===== config.mk =====
export PLATFORM = sky130hd
export DESIGN_NAME = fifo_push_arb_flat
export DESIGN_NICKNAME = d
export VERILOG_FILES = /design/src/rtl/fifo_push_arb_if.sv /design/src/rtl/fifo_push_arb.sv /design/src/flat_wrapper.sv
export SDC_FILE = /design/constraint.sdc
export NUM_CORES = 1
export LEC_CHECK = 0
export ABC_AREA = 0
export CORE_AREA = 2 2 257 259
export CTS_CLUSTER_DIAMETER = 50
export DETAILED_ROUTE_END_ITERATION = 7
export DIE_AREA = 0 0 259 261
export GPL_TIMING_DRIVEN = 0
export PLACE_DENSITY = 0.45
export SYNTH_ARGS = -nofsm -noshare
export SYNTH_HDL_FRONTEND = slang
export SYNTH_SLANG_ARGS = --single-unit

===== constraint.sdc =====
create_clock -name clk -period 2.9 [get_ports clk]
set_input_delay 0.725 -clock clk [delete_from_list [all_inputs] [get_ports clk]]
set_output_delay 0.725 -clock clk [all_outputs]
set_load 0.02 [all_outputs]

===== src/rtl/fifo_push_arb_if.sv =====
// Requester and downstream-FIFO handshake bundle for fifo_push_arb.
// The arbiter connects through the slave modport; the requesters and FIFO side drive through the master modport.
interface fifo_push_arb_if #(
    parameter int WIDTH      = 128,
    parameter int NREQ       = 4,
    parameter int DEPTH_FULL = 18
);
    logic [NREQ-1:0]               req_vld;
    logic [NREQ*WIDTH-1:0]         req_data;
    logic [NREQ-1:0]               req_rdy;
    logic                          fifo_pop;
    logic                          fifo_push;
    logic [WIDTH-1:0]              fifo_din;
    logic [$clog2(NREQ)-1:0]       gnt_id;
    logic [$clog2(DEPTH_FULL):0]   credit;
    logic                          err_uflow;

    modport master (
        output req_vld, req_data, fifo_pop,
        input  req_rdy, fifo_push, fifo_din, gnt_id, credit, err_uflow
    );

    modport slave (
        input  req_vld, req_data, fifo_pop,
        output req_rdy, fifo_push, fifo_din, gnt_id, credit, err_uflow
    );
endinterface


===== src/rtl/fifo_push_arb.sv =====
// Round-robin push arbiter from NREQ requesters into a credit-tracked FIFO; burst locking via FIFO_PUSH_ARB_BURST_EN.
// Latency: an accepted word is pushed exactly 1 cycle later.
// Backpressure: req_rdy is all-zero while credit is 0; a pop frees a slot that is usable from the next cycle.
module fifo_push_arb #(
    parameter int WIDTH      = 128,
    parameter int NREQ       = 4,
    parameter int DEPTH_FULL = 18,
    parameter int BURST_LEN  = 4
) (
    input  logic              clk,
    input  logic              rst_n,
    fifo_push_arb_if.slave    bus
);
    localparam int IW = $clog2(NREQ);
    localparam int CW = $clog2(DEPTH_FULL) + 1;
    localparam int BW = $clog2(BURST_LEN + 1);
`ifdef FIFO_PUSH_ARB_BURST_EN
    localparam bit BURST_ON = 1'b1;
`else
    localparam bit BURST_ON = 1'b0;
`endif

    typedef enum logic {IDLE = 1'b0, LOCK = 1'b1} state_t;

    state_t            state_q, state_d;
    logic [IW-1:0]     lock_id_q, lock_id_d;
    logic [BW-1:0]     burst_cnt_q, burst_cnt_d;
    logic [IW-1:0]     rr_ptr_q, rr_ptr_d;
    logic [CW-1:0]     credit_q, credit_d;
    logic              err_q, err_d;
    logic              push_q;
    logic [WIDTH-1:0]  din_q;
    logic [IW-1:0]     gnt_q;

    logic [IW-1:0]     rr_idx;
    logic [IW-1:0]     rr_win;
    logic              rr_hit;
    logic              lock_hold;
    logic [IW-1:0]     win_id;
    logic              win_vld;
    logic              accept;
    logic [WIDTH-1:0]  win_data;

    // Round-robin search starting one past the last winner.
    always_comb begin
        rr_hit = 1'b0;
        rr_win = '0;
        rr_idx = '0;
        for (int k = 1; k <= NREQ; k++) begin
            rr_idx = IW'((int'(rr_ptr_q) + k) % NREQ);
            if (!rr_hit && bus.req_vld[rr_idx]) begin
                rr_hit = 1'b1;
                rr_win = rr_idx;
            end
        end
    end

    assign lock_hold = BURST_ON && (state_q == LOCK) && bus.req_vld[lock_id_q];
    assign win_id    = lock_hold ? lock_id_q : rr_win;
    assign win_vld   = lock_hold || rr_hit;
    assign accept    = win_vld && (credit_q != '0);
    assign win_data  = bus.req_data[int'(win_id)*WIDTH +: WIDTH];

    always_ff @(posedge clk or negedge rst_n) begin
        if (!rst_n) begin
            state_q     <= IDLE;
            lock_id_q   <= '0;
            burst_cnt_q <= '0;
        end else begin
            state_q     <= state_d;
            lock_id_q   <= lock_id_d;
            burst_cnt_q <= burst_cnt_d;
        end
    end

    // A dropped lock falls straight back to round-robin; a fresh winner starts a new lock.
    always_comb begin
        state_d     = state_q;
        lock_id_d   = lock_id_q;
        burst_cnt_d = burst_cnt_q;
        if (BURST_ON) begin
            if (state_q == LOCK && !lock_hold) begin
                state_d = IDLE;
            end
            if (accept) begin
                if (lock_hold) begin
                    burst_cnt_d = burst_cnt_q + BW'(1);
                    if (burst_cnt_q == BW'(BURST_LEN - 1)) begin
                        state_d = IDLE;
                    end
                end else if (BURST_LEN > 1) begin
                    state_d     = LOCK;
                    lock_id_d   = win_id;
                    burst_cnt_d = BW'(1);
                end
            end
        end
    end

    always_comb begin
        bus.req_rdy = '0;
        if (accept) begin
            bus.req_rdy[win_id] = 1'b1;
        end
    end

    always_comb begin
        rr_ptr_d = accept ? win_id : rr_ptr_q;
        credit_d = credit_q;
        err_d    = err_q;
        if (bus.fifo_pop && credit_q == CW'(DEPTH_FULL)) begin
            err_d = 1'b1;
            if (accept) begin
                credit_d = credit_q - CW'(1);
            end
        end else if (accept && !bus.fifo_pop) begin
            credit_d = credit_q - CW'(1);
        end else if (!accept && bus.fifo_pop) begin
            credit_d = credit_q + CW'(1);
        end
    end

    always_ff @(posedge clk or negedge rst_n) begin
        if (!rst_n) begin
            rr_ptr_q <= IW'(NREQ - 1);
            credit_q <= CW'(DEPTH_FULL);
            err_q    <= 1'b0;
            push_q   <= 1'b0;
            din_q    <= '0;
            gnt_q    <= '0;
        end else begin
            rr_ptr_q <= rr_ptr_d;
            credit_q <= credit_d;
            err_q    <= err_d;
            push_q   <= accept;
            if (accept) begin
                din_q <= win_data;
                gnt_q <= win_id;
            end
        end
    end

    assign bus.fifo_push = push_q;
    assign bus.fifo_din  = din_q;
    assign bus.gnt_id    = gnt_q;
    assign bus.credit    = credit_q;
    assign bus.err_uflow = err_q;
endmodule

===== src/flat_wrapper.sv =====
// flat-port wrapper written by rule: the top's interface ports become plain ports
module fifo_push_arb_flat 
#(
    parameter int WIDTH      = 128,
    parameter int NREQ       = 4,
    parameter int DEPTH_FULL = 18,
    parameter int BURST_LEN  = 4
)
  (clk, rst_n, bus_req_vld, bus_req_data, bus_fifo_pop, bus_req_rdy, bus_fifo_push, bus_fifo_din, bus_gnt_id, bus_credit, bus_err_uflow);
  fifo_push_arb_if #(.WIDTH(WIDTH), .NREQ(NREQ), .DEPTH_FULL(DEPTH_FULL)) bus_i ();
  input  logic clk;
  input  logic rst_n;
  input wire logic [$bits(bus_i.req_vld)-1:0] bus_req_vld;
  input wire logic [$bits(bus_i.req_data)-1:0] bus_req_data;
  input wire logic [$bits(bus_i.fifo_pop)-1:0] bus_fifo_pop;
  output wire logic [$bits(bus_i.req_rdy)-1:0] bus_req_rdy;
  output wire logic [$bits(bus_i.fifo_push)-1:0] bus_fifo_push;
  output wire logic [$bits(bus_i.fifo_din)-1:0] bus_fifo_din;
  output wire logic [$bits(bus_i.gnt_id)-1:0] bus_gnt_id;
  output wire logic [$bits(bus_i.credit)-1:0] bus_credit;
  output wire logic [$bits(bus_i.err_uflow)-1:0] bus_err_uflow;
  assign bus_i.req_vld = bus_req_vld;
  assign bus_i.req_data = bus_req_data;
  assign bus_i.fifo_pop = bus_fifo_pop;
  assign bus_req_rdy = bus_i.req_rdy;
  assign bus_fifo_push = bus_i.fifo_push;
  assign bus_fifo_din = bus_i.fifo_din;
  assign bus_gnt_id = bus_i.gnt_id;
  assign bus_credit = bus_i.credit;
  assign bus_err_uflow = bus_i.err_uflow;
  fifo_push_arb #(.WIDTH(WIDTH), .NREQ(NREQ), .DEPTH_FULL(DEPTH_FULL), .BURST_LEN(BURST_LEN)) u_core (.clk(clk), .rst_n(rst_n), .bus(bus_i));
endmodule

Word-level counts from Yosys, hierarchy flattened
Cells that the tools add are included.
{"block": "word_totals", "word_cells": 60, "reg_bits": 140, "out_inout_bits": 142}
{"block": "classes", "n_addsub": 6, "mux": 23, "shift": 1, "order_cmp": 6, "n_eq_ne": 2, "n_reduce_logical": 16}
{"cell": "512-bit by 10-bit indexed part select with 128-bit output", "count": 1}
{"cell": "6-bit two-way mux", "count": 4}
{"cell": "2-bit by 3-bit less-than comparator with 1-bit output (second input constant)", "count": 5}
{"cell": "1-bit two-way mux", "count": 9}
{"cell": "1-bit binary-select mux with 2-bit select", "count": 4}
{"cell": "1-bit logical AND", "count": 8}
{"cell": "2-bit two-way mux", "count": 4}
{"cell": "6-bit by 1-bit adder with 6-bit output (second input constant)", "count": 1}
{"cell": "6-bit by 5-bit equality test with 1-bit output (second input constant)", "count": 1}
{"cell": "6-bit nonzero test", "count": 1}
{"cell": "6-bit by 1-bit subtractor with 6-bit output (second input constant)", "count": 1}
{"cell": "1-bit logical NOT", "count": 5}
{"cell": "2-bit by 1-bit adder with 2-bit output (second input constant)", "count": 2}
{"cell": "2-bit adder (second input constant)", "count": 2}
{"cell": "4-bit two-way mux", "count": 1}
{"cell": "3-bit nonzero test", "count": 1}
{"cell": "1-bit demux with 2-bit select", "count": 1}
{"cell": "2-bit by 1-bit greater-or-equal comparator with 1-bit output (second input constant)", "count": 1}
{"cell": "2-bit by 1-bit inequality test with 1-bit output (second input constant)", "count": 1}
{"cell": "2-bit AND reduction", "count": 1}

Longest topological paths before layout
Gate-level depths: netlist of the first run.
{"block": "logic_depth", "depth_word": 19, "depth_mapped": 11, "depth_no_buf": 10}

Worst setup path before layout of the first run
OpenSTA, ideal clock, no wires.
{"block": "synth_timing", "path_kind": "input to output", "startpoint": "input bus_req_vld[3]", "endpoint": "output bus_req_rdy[0]", "t_arrival_ns": 2.189, "path_buffers": 2, "slack_ns": -0.014, "stages": 6, "cell_sequence": "nand2b_1 -> o21ai_1 -> a211oi_2 -> buf_2 -> buf_2 -> nor3b_1"}
{"block": "synth_via", "elab_chain_cells": 17, "word_cells_on_any_way": 29}
{"item": "start, declared", "line_no": "flat_wrapper.sv:13", "source": "input wire logic [$bits(bus_i.req_vld)-1:0] bus_req_vld;"}
{"item": "1-bit binary-select mux with 2-bit select", "line_no": "fifo_push_arb.sv:51", "source": "if (!rr_hit && bus.req_vld[rr_idx]) begin"}
{"item": "1-bit two-way mux (implied by the code)", "line_no": "fifo_push_arb.sv:51"}
{"item": "1-bit two-way mux", "line_no": "fifo_push_arb.sv:51"}
{"item": "1-bit logical NOT", "line_no": "fifo_push_arb.sv:51"}
{"item": "1-bit logical AND", "line_no": "fifo_push_arb.sv:51"}
{"item": "1-bit two-way mux", "line_no": "fifo_push_arb.sv:51"}
{"item": "1-bit logical NOT", "line_no": "fifo_push_arb.sv:51"}
{"item": "1-bit logical AND", "line_no": "fifo_push_arb.sv:51"}
{"item": "1-bit two-way mux", "line_no": "fifo_push_arb.sv:51"}
{"item": "1-bit logical NOT", "line_no": "fifo_push_arb.sv:51"}
{"item": "1-bit logical AND", "line_no": "fifo_push_arb.sv:51"}
{"item": "2-bit two-way mux", "line_no": "fifo_push_arb.sv:51"}
{"item": "2-bit by 3-bit less-than comparator with 1-bit output (implied by the code) / 2-bit by 1-bit greater-or-equal comparator with 1-bit output (equally long branches)", "line_no": "fifo_push_arb.sv:103", "source": "bus.req_rdy[win_id] = 1'b1;"}
{"item": "1-bit logical AND (implied by the code)", "line_no": "fifo_push_arb.sv:103"}
{"item": "1-bit two-way mux (implied by the code)", "line_no": "fifo_push_arb.sv:103"}
{"item": "1-bit demux with 2-bit select"}
{"item": "4-bit two-way mux *", "line_no": "fifo_push_arb.sv:102", "source": "if (accept) begin"}
{"item": "end, declared", "line_no": "flat_wrapper.sv:16", "source": "output wire logic [$bits(bus_i.req_rdy)-1:0] bus_req_rdy;"}
Every way passes the cells marked *; elsewhere a longest branch is shown, timed or not. The select of a mux whose other input is x is not followed.

Worst setup path after layout of the first run
{"block": "layout_timing", "startpoint": "input bus_req_vld[3]", "endpoint": "output bus_req_rdy[2]"}
The elaborated chain is that of the path after synthesis.

==> flow_results.xml, run 1 <==
<?xml version="1.0" encoding="UTF-8"?>
<metrics>
  <group name="run_status">
    <metric name="status" unit="">complete, no violations</metric>
  </group>
  <group name="finish">
    <metric name="finish.net_count" unit="">2145</metric>
    <metric name="postLayoutCoreUtil" unit="%">28.3</metric>
    <metric name="final_layout_size_suffix_gt1_share" unit="%">15.9</metric>
    <metric name="signed_area_change_from_the_synthesized_netlist_to_the_final_layout" unit="%">87.7</metric>
  </group>
  <group name="yosys">
    <metric name="synth_adder_area_share" unit="%">0.638</metric>
    <metric name="synth_compound_gate_area_share" unit="%">8.25</metric>
    <metric name="synthCells" unit="">927</metric>
    <metric name="share_of_synthesized_area_occupied_by_flip_flops_and_latches" unit="%">35.8</metric>
    <metric name="mappedNetlistNets" unit="">1451</metric>
    <metric name="synth_warnings" unit="">0</metric>
    <metric name="largest_family_of_logic_cells_by_synthesized_area" unit="">multiplexers</metric>
    <metric name="post_synth_and_or_nand_nor_area_fraction" unit="%">6.81</metric>
    <metric name="synth.area.mux_share" unit="%">40.9</metric>
    <metric name="synth.lib_cells_used.distinct" unit="">42</metric>
    <metric name="syn_area" unit="um2">9810</metric>
    <metric name="synth_xor_area_share" unit="%">0.447</metric>
    <metric name="syn_avg_cell_area" unit="um2">10.6</metric>
    <metric name="ys_ff_latch" unit="">140</metric>
  </group>
  <group name="die">
    <metric name="core_area" unit="um2">65000</metric>
    <metric name="die_area" unit="um2">67600</metric>
    <metric name="die_w" unit="um">259</metric>
    <metric name="dieHeight" unit="um">261</metric>
    <metric name="boundaryPins" unit="">661</metric>
    <metric name="placementRows" unit="">94</metric>
    <metric name="start_util" unit="%">15.1</metric>
  </group>
  <group name="pwr">
    <metric name="fin_total_pwr" unit="mW">16.4</metric>
    <metric name="worst_ir_drop_vdd" unit="mV">0.443</metric>
    <metric name="p_leak" unit="nW">7.41</metric>
    <metric name="power-per-cell-area" unit="nW/um2">891</metric>
  </group>
  <group name="clock_network">
    <metric name="ctsLongestPathBuffers" unit="">2</metric>
    <metric name="cts_tree" unit="">built</metric>
    <metric name="cts_num_sinks" unit="">140</metric>
    <metric name="cts_root_buf" unit="">sky130_fd_sc_hd__clkbuf_16</metric>
    <metric name="clk-insertion-delay-late" unit="ps">470</metric>
    <metric name="clkTransAtPathRegs" unit="ps">60</metric>
    <metric name="cts_buffers" unit="">17</metric>
    <metric name="cts_htree_levels" unit="">4</metric>
  </group>
  <group name="detailed_routing">
    <metric name="detail-route-antenna-nets" unit="">0</metric>
    <metric name="drt_first_pass_iters" unit="">4</metric>
    <metric name="detail_routed_net_length_per_standard_cell" unit="um">20.7</metric>
    <metric name="drc" unit="">0</metric>
    <metric name="drt_wl_total" unit="um">51700</metric>
    <metric name="routed-via-count" unit="">9754</metric>
    <metric name="drtIter0Drc" unit="">332</metric>
    <metric name="route.detailed.vias_per_inst" unit="">3.90</metric>
  </group>
  <group name="place">
    <metric name="place_congestion" unit="">0.797</metric>
    <metric name="hpwlAfterDp" unit="um">41800</metric>
    <metric name="port_buffers" unit="">660</metric>
  </group>
  <group name="grt">
    <metric name="grt_pass1_wl" unit="um">72500</metric>
    <metric name="grt_pass1_vias" unit="">10500</metric>
    <metric name="grt_start_max_net_pins" unit="">81</metric>
    <metric name="number_of_antenna_violations_at_the_first_check_in_global_routing" unit="">3</metric>
    <metric name="grt_overflow_total" unit="">0</metric>
    <metric name="grt_usage" unit="%">14.9</metric>
  </group>
  <group name="timing">
    <metric name="timing.final.max_slew_violations" unit="">0</metric>
    <metric name="fmax" unit="GHz">0.354</metric>
    <metric name="slew_headroom" unit="%">24.0</metric>
    <metric name="setup-violations-final" unit="">0</metric>
    <metric name="grt_setup_unrepaired" unit="">yes</metric>
    <metric name="post-route-min-period" unit="ps">2820</metric>
    <metric name="post_route_fraction_of_the_period_consumed_by_the_critical_path" unit="%">97.4</metric>
    <metric name="least_margin_pin_slew" unit="ps">1140</metric>
    <metric name="final.setup_skew" unit="ps">11.6</metric>
    <metric name="timing.final.hold_violations" unit="">0</metric>
  </group>
  <group name="critical_path">
    <metric name="worst_path_class_setup" unit="">in2out</metric>
    <metric name="setup.worst_path.end_class" unit="">primary output</metric>
    <metric name="critical_path.max_fanout" unit="">5</metric>
    <metric name="required" unit="ps">2170</metric>
    <metric name="worstSetupStartpointType" unit="">primary input</metric>
    <metric name="worst-endpoint-arrival" unit="ps">2100</metric>
  </group>
  <group name="flow_run">
    <metric name="max_cap_violations" unit="">0</metric>
  </group>
  <group name="worst_hold_path">
    <metric name="holdCritPathClass" unit="">in2async</metric>
  </group>
</metrics>
[worst paths after layout]
path,start,to,slack [ps],cells past startpoint
max,bus_req_vld[3],bus_req_rdy[2],80,7
max in group asynchronous,rst_n,u_core.bus.fifo_din[5],1860,2
min,rst_n,u_core.bus.fifo_din[75],150,1
min reg2reg,u_core.bus.fifo_din[45],u_core.bus.fifo_din[45],480,2
max reg2reg,u_core.rr_ptr_q[0],u_core.bus.fifo_din[83],200,9
min in group clk,u_core.bus.fifo_din[45],u_core.bus.fifo_din[45],480,2
[report_power, final]
part           leakage [nW]  switching, mW  internal [mW]  total (mW)
combinational          5.51           5.20           5.34        10.5
clock                 0.270          0.961           1.31        2.27
sequential             1.64          0.617           2.98        3.59
[layer usage]
| layer | vias to the layer above | routed length (um) | track usage (%) |
|---|---|---|---|
| met3 | 33 | 4670 | 5.25 |
| li1 | 4719 | - | - |
| met4 | 0 | 794 | 3.93 |
| met5 | - | 0 | 0 |
| met1 | 4565 | 19700 | 16.4 |
| met2 | 437 | 26600 | 27.3 |
[synthesized netlist by cell type, drive strengths merged]
master   instances  area share (%)
mux2i          256              26
dfrtp          136              35
nand2          136             5.2
o21ai          131             7.1
mux2           129              15
buf             40             5.4
clkbuf          33             1.5
nor2             9            0.34
a21oi            7            0.36
inv              6            0.23
ha               5            0.64
dfstp            4             1.1
nand2b           4            0.26
nor3             4            0.20
xnor2            3            0.27
a211oi           2            0.20
nand3            2            0.10
nor2b            2            0.13
nor3b            2            0.15
or2              2            0.13
xor2             2            0.18
a221oi           1           0.089
a311oi           1           0.089
a32o             1            0.10
a32oi            1           0.089
and3             1           0.064
clkinv           1           0.038
nand4            1           0.064
nand4b           1           0.089
o2bb2ai          1           0.089
o31a             1           0.089
o31ai            1           0.077
or4              1           0.077
[cells by family (layout without fill, tap and decap cells)]
family                     count (synthesis)  in the layout
DFF                                      140            140
xor gates and xnor gates                   5              5
and+or+nand+nor                          165            165
adders and majority gates                  5              5
buffers and inverters                     80            787
AOI/OAI and AO/OA                        147            147
other                                      0              2
muxes                                    385            385
[sequential cells by signal (all words and copies together) (netlist names)]
name / count
u_core.bus.credit: 6
u_core.bus.err_uflow: 1
u_core.bus.fifo_din: 128
u_core.bus.fifo_push: 1
u_core.bus.gnt_id: 2
u_core.rr_ptr_q: 2
[placed cells by master, fill, tap and decap left out, types with 2 or more instances in the layout]
cell | Yosys | final
sky130_fd_sc_hd__clkdlybuf4s50_1 | 0 | 651
sky130_fd_sc_hd__mux2i_1 | 256 | 256
sky130_fd_sc_hd__nand2_1 | 136 | 135
sky130_fd_sc_hd__dfrtp_1 | 136 | 135
sky130_fd_sc_hd__mux2_2 | 129 | 129
sky130_fd_sc_hd__o21ai_1 | 119 | 118
sky130_fd_sc_hd__clkbuf_1 | 27 | 29
sky130_fd_sc_hd__buf_12 | 21 | 23
sky130_fd_sc_hd__buf_4 | 1 | 18
sky130_fd_sc_hd__clkbuf_16 | 0 | 17
sky130_fd_sc_hd__buf_2 | 16 | 14
sky130_fd_sc_hd__o21ai_2 | 10 | 10
sky130_fd_sc_hd__nor2_1 | 9 | 7
sky130_fd_sc_hd__a21oi_1 | 7 | 7
sky130_fd_sc_hd__clkbuf_4 | 6 | 6
sky130_fd_sc_hd__inv_1 | 6 | 5
sky130_fd_sc_hd__ha_1 | 5 | 4
sky130_fd_sc_hd__clkinvlp_4 | 0 | 4
sky130_fd_sc_hd__buf_6 | 0 | 4
sky130_fd_sc_hd__dfstp_2 | 4 | 4
sky130_fd_sc_hd__xnor2_1 | 3 | 3
sky130_fd_sc_hd__nand2b_1 | 4 | 3
sky130_fd_sc_hd__diode_2 | 0 | 2
sky130_fd_sc_hd__o21ai_0 | 2 | 2
sky130_fd_sc_hd__nor2b_1 | 2 | 2
sky130_fd_sc_hd__nor3_1 | 4 | 2
sky130_fd_sc_hd__buf_16 | 0 | 2
sky130_fd_sc_hd__nand3_1 | 2 | 2
sky130_fd_sc_hd__xor2_1 | 2 | 2
sky130_fd_sc_hd__clkbuf_8 | 0 | 2
sky130_fd_sc_hd__bufinv_16 | 0 | 2
sky130_fd_sc_hd__dlygate4sd2_1 | 0 | 2
sky130_fd_sc_hd__buf_8 | 1 | 2
[what timing repair did]
action,CTS,global route
gates resized for setup,66,17
endpoints found under the setup margin,137,4
buffers inserted,16,4
hold buffers,0,0
pin swaps,6,6
[layout make-up]
cell class                 count  area, um2
antenna                        2       5.00
clock buffer                  23        468
clock inverter                 9        113
fill                        6814      46600
multi-input combinational    707       5730
tap                          864       1080
inverter                       7       28.8
timing repair buffer         681       6810
sequential                   140       3510
buffer                        67        659
[stage by stage]
step           cell area (um2)  hold WS (ps)  setup TNS (ps)  cells  worst slack [ps]
4_1_cts                  18300           146           -61.0   2497             -30.8
2_1_floorplan             9810           429               0    927               105
3_5_place_dp             17500           462         -116910   2452             -2220
6_report                 18400           150               0   2500              76.1
3_3_place_gp             17500           462         -848260   2451             -5380
5_1_grt                  18400           169           -37.4   2500             -19.7
[worst max-delay path, stage by stage]
cell and delay [ps]:
sky130_fd_sc_hd__dlygate4sd2_1 330, sky130_fd_sc_hd__nor2_1 110, sky130_fd_sc_hd__a311oi_4 310, sky130_fd_sc_hd__buf_12 160, sky130_fd_sc_hd__buf_16 130, sky130_fd_sc_hd__and3_4 190
sky130_fd_sc_hd__buf_6 110
Note: power is estimated with default switching activity, not from simulation.
==> run 2: changes to the inputs <==
==> constraint.sdc (replaced) <==
create_clock -name clk -period 2.9 [get_ports clk]
set_input_delay 0.435 -clock clk [delete_from_list [all_inputs] [get_ports clk]]
set_output_delay 0.435 -clock clk [all_outputs]
set_load 0.02 [all_outputs]
==> flow_results.xml, run 2 (same netlist as run 1, synthesis figures left out) <==
<?xml version="1.0" encoding="UTF-8"?>
<metrics>
  <group name="clock_network">
    <metric name="cts_htree_levels" unit="">4</metric>
    <metric name="clkTransAtPathRegs" unit="ps">60</metric>
    <metric name="cts_root_buf" unit="">sky130_fd_sc_hd__clkbuf_16</metric>
    <metric name="cts_tree" unit="">built</metric>
    <metric name="cts_buffers" unit="">17</metric>
    <metric name="clk-insertion-delay-late" unit="ps">480</metric>
    <metric name="cts_num_sinks" unit="">140</metric>
    <metric name="ctsLongestPathBuffers" unit="">2</metric>
  </group>
  <group name="critical_path">
    <metric name="worstSetupStartpointType" unit="">flop</metric>
    <metric name="r2r-start" unit="">u_core.rr_ptr_q[0]</metric>
    <metric name="cp_cell_sequence" unit="">nand2b_1, o21ai_2, a211oi_4, buf_12, buf_12, and3_1, clkdlybuf4s15_2</metric>
    <metric name="most_used_cell_cp" unit="">sky130_fd_sc_hd__buf_12</metric>
    <metric name="path_buf_inv" unit="">3</metric>
    <metric name="crit_cells" unit="">7</metric>
    <metric name="setup.worst_path.end_class" unit="">primary output</metric>
    <metric name="worstSetupStartpoint" unit="">u_core.rr_ptr_q[0]</metric>
    <metric name="critical_path.max_fanout" unit="">10</metric>
    <metric name="worst_path_class_setup" unit="">reg2out</metric>
    <metric name="worst-r2r-cell-count" unit="">9</metric>
    <metric name="worst-endpoint-arrival" unit="ps">2320</metric>
    <metric name="critPathTopFamily" unit="">flip-flops</metric>
    <metric name="max_stage_delay" unit="ps">560</metric>
    <metric name="required" unit="ps">2470</metric>
    <metric name="crit_slowest_cell" unit="">sky130_fd_sc_hd__dfstp_2</metric>
  </group>
  <group name="detailed_routing">
    <metric name="routed-via-count" unit="">9691</metric>
    <metric name="drtIter0Drc" unit="">278</metric>
    <metric name="detail_routed_net_length_per_standard_cell" unit="um">20.7</metric>
    <metric name="detail-route-antenna-nets" unit="">0</metric>
    <metric name="drt_wl_total" unit="um">51600</metric>
    <metric name="drt_first_pass_iters" unit="">4</metric>
    <metric name="route.detailed.vias_per_inst" unit="">3.89</metric>
    <metric name="drc" unit="">0</metric>
  </group>
  <group name="finish">
    <metric name="largest_reg_flops" unit="">128</metric>
    <metric name="final_layout_size_suffix_gt1_share" unit="%">15.0</metric>
    <metric name="postLayoutCoreUtil" unit="%">28.1</metric>
    <metric name="signed_area_change_from_the_synthesized_netlist_to_the_final_layout" unit="%">86.2</metric>
    <metric name="final_cell_area" unit="um2">18300</metric>
    <metric name="layout.cells.most_common_list" unit="">sky130_fd_sc_hd__clkdlybuf4s50_1, sky130_fd_sc_hd__mux2i_1, sky130_fd_sc_hd__nand2_1</metric>
    <metric name="layout_commonest_cell" unit="">sky130_fd_sc_hd__clkdlybuf4s50_1</metric>
    <metric name="finish.net_count" unit="">2139</metric>
  </group>
  <group name="place">
    <metric name="place_congestion" unit="">0.822</metric>
    <metric name="hpwlAfterDp" unit="um">42200</metric>
    <metric name="port_buffers" unit="">660</metric>
    <metric name="post_dp_cell_area" unit="um2">17500</metric>
    <metric name="pre_cts_ws" unit="ps">-1790</metric>
  </group>
  <group name="pwr">
    <metric name="p_leak" unit="nW">7.36</metric>
    <metric name="power-per-cell-area" unit="nW/um2">885</metric>
    <metric name="worst_ir_drop_vdd" unit="mV">0.445</metric>
  </group>
  <group name="run_status">
    <metric name="status" unit="">complete, no violations</metric>
  </group>
  <group name="timing">
    <metric name="post_route_worst_setup_slack" unit="ps">143</metric>
    <metric name="least_margin_pin_slew" unit="ps">1080</metric>
    <metric name="post_route_fraction_of_the_period_consumed_by_the_critical_path" unit="%">95.1</metric>
    <metric name="setup-violations-final" unit="">0</metric>
    <metric name="final.setup_skew" unit="ps">14.3</metric>
    <metric name="fmax" unit="GHz">0.363</metric>
    <metric name="timing.final.hold_violations" unit="">0</metric>
    <metric name="worst_hold_slack_across_all_endpoints" unit="ps">466</metric>
    <metric name="timing.final.max_slew_violations" unit="">0</metric>
    <metric name="post-route-min-period" unit="ps">2760</metric>
    <metric name="slew_headroom" unit="%">28.1</metric>
    <metric name="grt_setup_unrepaired" unit="">no</metric>
    <metric name="final_setup_tns" unit="ps">0</metric>
  </group>
  <group name="grt">
    <metric name="grt_overflow_total" unit="">0</metric>
    <metric name="grt_start_max_net_pins" unit="">77</metric>
    <metric name="grt_pass1_vias" unit="">10500</metric>
    <metric name="grt_pass1_wl" unit="um">72100</metric>
    <metric name="number_of_antenna_violations_at_the_first_check_in_global_routing" unit="">7</metric>
    <metric name="grt_usage" unit="%">14.9</metric>
  </group>
  <group name="die">
    <metric name="start_util" unit="%">15.1</metric>
    <metric name="core_area" unit="um2">65000</metric>
    <metric name="boundaryPins" unit="">661</metric>
    <metric name="placementRows" unit="">94</metric>
    <metric name="dieHeight" unit="um">261</metric>
    <metric name="die_w" unit="um">259</metric>
    <metric name="die_area" unit="um2">67600</metric>
  </group>
  <group name="flow_run">
    <metric name="max_cap_violations" unit="">0</metric>
  </group>
  <group name="worst_hold_path">
    <metric name="holdCritPathClass" unit="">in2async</metric>
  </group>
</metrics>
[run 2: cell types whose count changed in the layout (fill, tap and decap cells not counted), sizes merged]
cell,change
dlygate4sd3,+1
clkdlybuf4s15,+1
dlygate4sd2,-2
clkinvlp,-1
clkbuf,-1
inv,-1
clkdlybuf4s50,+4
buf,-11
clkinv,+3
[run 2: worst register-to-register path, cell delays in order (launching register included)]
cell	delay, ps
sky130_fd_sc_hd__dfstp_2	560
sky130_fd_sc_hd__nand2b_1	170
sky130_fd_sc_hd__o21ai_2	100
sky130_fd_sc_hd__a211oi_4	280
sky130_fd_sc_hd__buf_12	150
sky130_fd_sc_hd__buf_4	190
sky130_fd_sc_hd__buf_4	240
sky130_fd_sc_hd__buf_2	390
sky130_fd_sc_hd__mux2_2	420
sky130_fd_sc_hd__o21ai_1	110
[run 2: where the power goes]
part	total, mW	switching [mW]	internal [mW]
Combinational	10.3	5.06	5.22
Clock	2.28	0.956	1.33
Sequential	3.58	0.608	2.98
Total	16.2	6.63	9.53
[run 2: timing repair]
item / in CTS / in global routing
pin swaps: 1 / 2
hold buffers: 1 / 0
setup endpoints to repair: 139 / 5
gates resized for setup: 34 / 10
hold endpoints to repair: 60 / 0
gates cloned: 0 / 0
buffers inserted: 9 / 0
[run 2: final timing paths]
kind,slack [ps],endpoint
setup / recovery,140,bus_req_rdy[2]
hold / removal,470,u_core.bus.fifo_din[70]
setup reg to reg,190,u_core.bus.fifo_din[55]
hold reg to reg,480,u_core.bus.gnt_id[1]
max in group asynchronous,1580,u_core.bus.fifo_din[8]
min in group clk,480,u_core.bus.gnt_id[1]
[run 2: layer usage]
metal / track usage, % / share of wire (%) / vias up
met3: 4.87 / 8.3 / 52
li1: - / - / 4685
met2: 26.4 / 50 / 463
met5: 0 / 0.11 / -
met1: 16.9 / 39 / 4483
met4: 4.83 / 2.1 / 8
[run 2: area by class of cell]
cell class	instances	area (um2)
Fill cell	6772	46800
Timing Repair Buffer	671	6720
Multi-Input combinational cell	707	5630
Sequential cell	140	3510
Tap cell	864	1080
Buffer	71	691
Clock buffer	21	470
Clock inverter	10	115
Inverter	7	31.3
Antenna cell	2	5.00
[run 2: per-stage QoR]
step | total power [mW] | std cells
floorplan | 9.32 | 927
global route | 17.2 | 2492
finish | 16.2 | 2493
CTS | 16.5 | 2491
global placement | 13.9 | 2451
detailed placement | 14.0 | 2452
